===== src/rtl/ofifo_drain_ctrl.sv =====
// Drains num_rows rows from the output FIFO bank into consecutive PSUM SRAM
// addresses starting at base_addr, one row per granted cycle, then pulses done.
module ofifo_drain_ctrl #(
  parameter int cols    = 8,
  parameter int psum_bw = 16,
  parameter int addr_bw = 11
) (
  input  logic                      clk,
  input  logic                      reset,
  input  logic                      start,
  input  logic [addr_bw-1:0]        base_addr,
  input  logic [addr_bw-1:0]        num_rows,
  input  logic                      rd_ready,
  input  logic [cols*psum_bw-1:0]   fifo_out,
  input  logic                      sram_gnt,
  output logic                      rd,
  output logic                      sram_cen,
  output logic                      sram_wen,
  output logic [addr_bw-1:0]        sram_addr,
  output logic [cols*psum_bw-1:0]   sram_d,
  output logic                      busy,
  output logic                      done
);

  typedef enum logic [1:0] {IDLE, DRAIN, FLUSH, DONE} state_t;

  state_t             state_reg, state_next;
  logic [addr_bw-1:0] base_reg;
  logic [addr_bw-1:0] num_reg;
  logic [addr_bw-1:0] issued_reg;
  logic [addr_bw-1:0] written_reg;
  logic [addr_bw-1:0] written_next;
  logic [psum_bw-1:0] sram_d_reg [cols];

  always_comb begin
    state_next = state_reg;
    rd         = 1'b0;
    busy       = 1'b0;
    done       = 1'b0;
    case (state_reg)
      IDLE: begin
        if (start) state_next = (num_rows == '0) ? DONE : DRAIN;
      end
      DRAIN: begin
        busy = 1'b1;
        rd   = rd_ready & sram_gnt & (issued_reg < num_reg);
        if (rd && (issued_reg + addr_bw'(1) == num_reg)) state_next = FLUSH;
      end
      FLUSH: begin
        busy       = 1'b1;
        state_next = DONE;
      end
      DONE: begin
        done       = 1'b1;
        state_next = IDLE;
      end
      default: state_next = IDLE;
    endcase
  end

  // A write presented this cycle is not yet counted in written_reg.
  assign written_next = written_reg + addr_bw'(!sram_cen);

  always_ff @(posedge clk or posedge reset) begin
    if (reset) begin
      state_reg   <= IDLE;
      base_reg    <= '0;
      num_reg     <= '0;
      issued_reg  <= '0;
      written_reg <= '0;
      sram_cen    <= 1'b1;
      sram_wen    <= 1'b1;
      sram_addr   <= '0;
    end else begin
      state_reg <= state_next;
      sram_cen  <= ~rd;
      sram_wen  <= ~rd;
      if (state_reg == IDLE && start) begin
        base_reg    <= base_addr;
        num_reg     <= num_rows;
        issued_reg  <= '0;
        written_reg <= '0;
      end else begin
        written_reg <= written_next;
        if (rd) begin
          issued_reg <= issued_reg + addr_bw'(1);
          sram_addr  <= base_reg + written_next;
        end
      end
    end
  end

  genvar gi;
  generate
    for (gi = 0; gi < cols; gi++) begin : g_col
      always_ff @(posedge clk or posedge reset) begin
        if (reset)   sram_d_reg[gi] <= '0;
        else if (rd) sram_d_reg[gi] <= fifo_out[gi*psum_bw +: psum_bw];
      end
      assign sram_d[gi*psum_bw +: psum_bw] = sram_d_reg[gi];
    end
  endgenerate

endmodule

===== config.mk =====
export PLATFORM = sky130hd
export DESIGN_NAME = ofifo_drain_ctrl
export DESIGN_NICKNAME = d
export VERILOG_FILES = /design/src/rtl/ofifo_drain_ctrl.sv
export SDC_FILE = /design/constraint.sdc
export NUM_CORES = 1
export LEC_CHECK = 0
export CORE_MARGIN = 10
export CORE_UTILIZATION = 35
export CTS_CLUSTER_DIAMETER = 120
export DETAILED_ROUTE_END_ITERATION = 12
export PLACE_DENSITY = 0.77
export SLEW_MARGIN = 20
export SYNTH_ARGS = -nofsm -noshare
export SYNTH_HDL_FRONTEND = slang
export SYNTH_SLANG_ARGS = --single-unit

===== constraint.sdc =====
create_clock -name clk -period 6.35 [get_ports clk]
set_input_delay 1.27 -clock clk [delete_from_list [all_inputs] [get_ports clk]]
set_output_delay 1.27 -clock clk [all_outputs]
set_load 0.03 [all_outputs]

==> impl_metrics.tcl <==
set metrics [dict create \
    area_growth_pct 46.96 \
    clock-root-buffer "clkbuf_16" \
    crit_chain "clkdlybuf4s50_1, nand2_1, a211oi_2, nand3_4, inv_4, clkdlybuf4s50_1" \
    final_util_pct 52.02 \
    syn_area_per_cell_um2 8.955 \
    die_w_um 173.8 \
    power_density_nw_per_um2 485.2 \
    boundaryPins 299 \
    min_period_over_period_pct 71.46 \
    grt_first_pass_wirelength_um 41190 \
    largest_register_ffs 128 \
    antenna_left 0 \
    layout-drive-gt1-share_pct 4.341 \
    drc 0 \
    layout_commonest_cell "nand2_1" \
    insertedDiodeCount 0 \
    p_clk_share_pct 18.0 \
    insertion_delay_ns 0.43 \
    hp-class "flip-flop to flip-flop" \
    worstReg2RegEnd "issued_reg[8]" \
    post_cts_buffers 0 \
    setup_viol 0 \
    r2r_slack_ns 2.89 \
    synth_area_um2 8283 \
    r2r-start "issued_reg[5]" \
    internal-power_mw 3.365 \
    clock_skew_ns 0.01698 \
    holdWs_ns 0.4753 \
    io_buffers 298 \
    power.switching_mw 2.541 \
    syn_inst 925 \
    wire_per_inst_um 16.49 \
    slowest_delay_ns 0.68 \
    final-hold-violation-count 0 \
    grt_overflow_total 0 \
    ys_types 54 \
    post-place-cells 1508 \
    startpoint "rd_ready" \
    slew_headroom_pct 33.75 \
    ys_seq_elements 186 \
    grt_antenna_before_repair 1 \
    fin_nets 1395 \
    start_util_pct 35.39 \
    yosys_warnings 0 \
    detail_route.iter0.violations 486 \
    grt_use_total_pct 16.79 \
    core_um2 23400 \
    layout.cells.non_filler 1540 \
    cts_max_level 4 \
    cts.path.max_buffers 2 \
    synthFlopType "dfrtp_1" \
    fin_crit_ns 4.538 \
    fp.dieArea_um2 30220 \
    syn-num-nets 1112 \
    p_leak_nw 5.816 \
    cts_buffers 17 \
    final_cell_mix "nand2_1, clkdlybuf4s50_1, dfrtp_1" \
    grt_pass1_vias 7523 \
    crit_path_end_kind "output port" \
    hold_buffers 0 \
    crit_type "input pin to output port" \
    crit_fanout 6 \
    cp_data_required_time_ns 5.08 \
    post-dp-hpwl_um 18860 \
    rsz0062_at_grt "false" \
    slew_viol_final 0 \
    cts.sinks 186 \
    crit_family "buffers and inverters" \
    rows 56 \
    endpoint "rd" \
    drtPass1Iterations 5 \
    fmax_mhz 220.4 \
    ctsResizeCount 0 \
    synth_edf_count 0 \
    vias_per_cell 4.637 \
    wl_um 25400 \
    crit_top_cell "clkdlybuf4s50_1" \
    fp.dieH_um 173.8 \
    cts_tree "built" \
    ir_worst_vdd_mv 0.2639 \
    reg2reg_depth 10 \
    cp_slowest_cell "clkdlybuf4s50_1" \
    yosysSeqAreaShare_pct 56.21 \
    vias 7141 \
    crit_buf_inv 3 \
    path_clk_slew_ns 0.08 \
    cp-start-kind "input pin" \
    synth-async-reset-ratio_pct 100.0 \
    cap_violations 0 \
    run_status "finished clean" \
    gp_congestion 0.8420 \
    switching_share_pct 43.02 \
    grt_max_degree 109 \
    tns_ns 0 \
    fillers 2129 \
    worst_slew_pin_slew_ns 0.9938 \
    worstPathArrival_ns 3.27 \
    power.total_mw 5.906 \
    pwr-share-seq_pct 33.3 \
    worstSetupPathDepth 6 \
    comb_power_share_pct 48.6 \
]
[metrics by stage]
stage,instance area (um2),setup slack (ns)
CTS,12170,1.829
finish,12170,1.812
detailed placement,11580,1.843
floorplan,8283,0.02458
global placement,11580,1.853
global route,12170,1.787
[synthesized netlist by cell type (3+ instances only)]
master	number	area, um2
a21o_1	3	22.52
a21oi_1	15	75.07
a31oi_1	3	18.77
and2_1	11	68.82
buf_1	9	33.78
clkbuf_1	30	112.6
dfrtp_1	185	4629
ha_1	31	387.9
inv_1	17	63.81
nand2_1	457	1715
nand3_1	12	60.06
nand4_1	6	37.54
nor2_1	19	71.32
nor3_1	8	40.04
nor4_1	6	37.54
o21ai_0	24	120.1
o21ai_1	5	25.02
or3_1	9	56.30
xnor2_1	18	157.7
xor2_1	15	131.4
[tightest hold or removal path, cell delays in order, from the launching register on]
cell and delay [ns]:
dfrtp_1 0.34, nand2_1 0.05, nand2_1 0.05
[layer usage]
metal / up-vias / part of all wire (%) / GRT usage [%]
met5: - / 0.051 / 0
met3: 20 / 11 / 8.037
met2: 244 / 48 / 27.99
met1: 3361 / 40 / 18.95
met4: 2 / 1.1 / 4.204
li1: 3514 / - / -
[cell type report]
type	instances	area (um2)	share of cell area, %
timing repair buffer	305	3035	24.94
tap	319	399.1	3.279
inverter	18	75.07	0.6167
clock buffer	19	442.9	3.639
clock inverter	13	153.9	1.264
sequential	186	4656	38.25
multi-input combinational	680	3411	28.02
[power by group through the flow]
stage | logic, mW | clock network (mW) | registers [mW]
after global placement | 2.85 | 0 | 1.97
after global routing | 3.12 | 1.14 | 2.04
after detailed placement | 2.91 | 0 | 1.98
after floorplan | 0.843 | 0 | 2.76
final | 2.87 | 1.07 | 1.97
after CTS | 2.92 | 1.10 | 1.97
[worst min-delay path by stage]
stage / depth (start not counted) / from / to
final: 2 / sram_d[62] / sram_d[62]
after global routing: 2 / sram_d[15] / sram_d[15]
after CTS: 2 / sram_d[73] / sram_d[73]
after detailed placement: 2 / sram_d[73] / sram_d[73]
after global placement: 2 / sram_d[17] / sram_d[17]
after floorplan: 2 / base_reg[0] / base_reg[0]
[cell families after synthesis]
kind of cell / count (synthesis) / synth area share, %
compound gates: 66 / 5.030
xor+xnor: 33 / 3.489
fa+ha+maj: 32 / 4.924
buf+inv: 59 / 2.764
flops: 186 / 56.21
mux: 3 / 0.3927
simple gates: 546 / 27.19
Power figures use the tool's default switching activity.
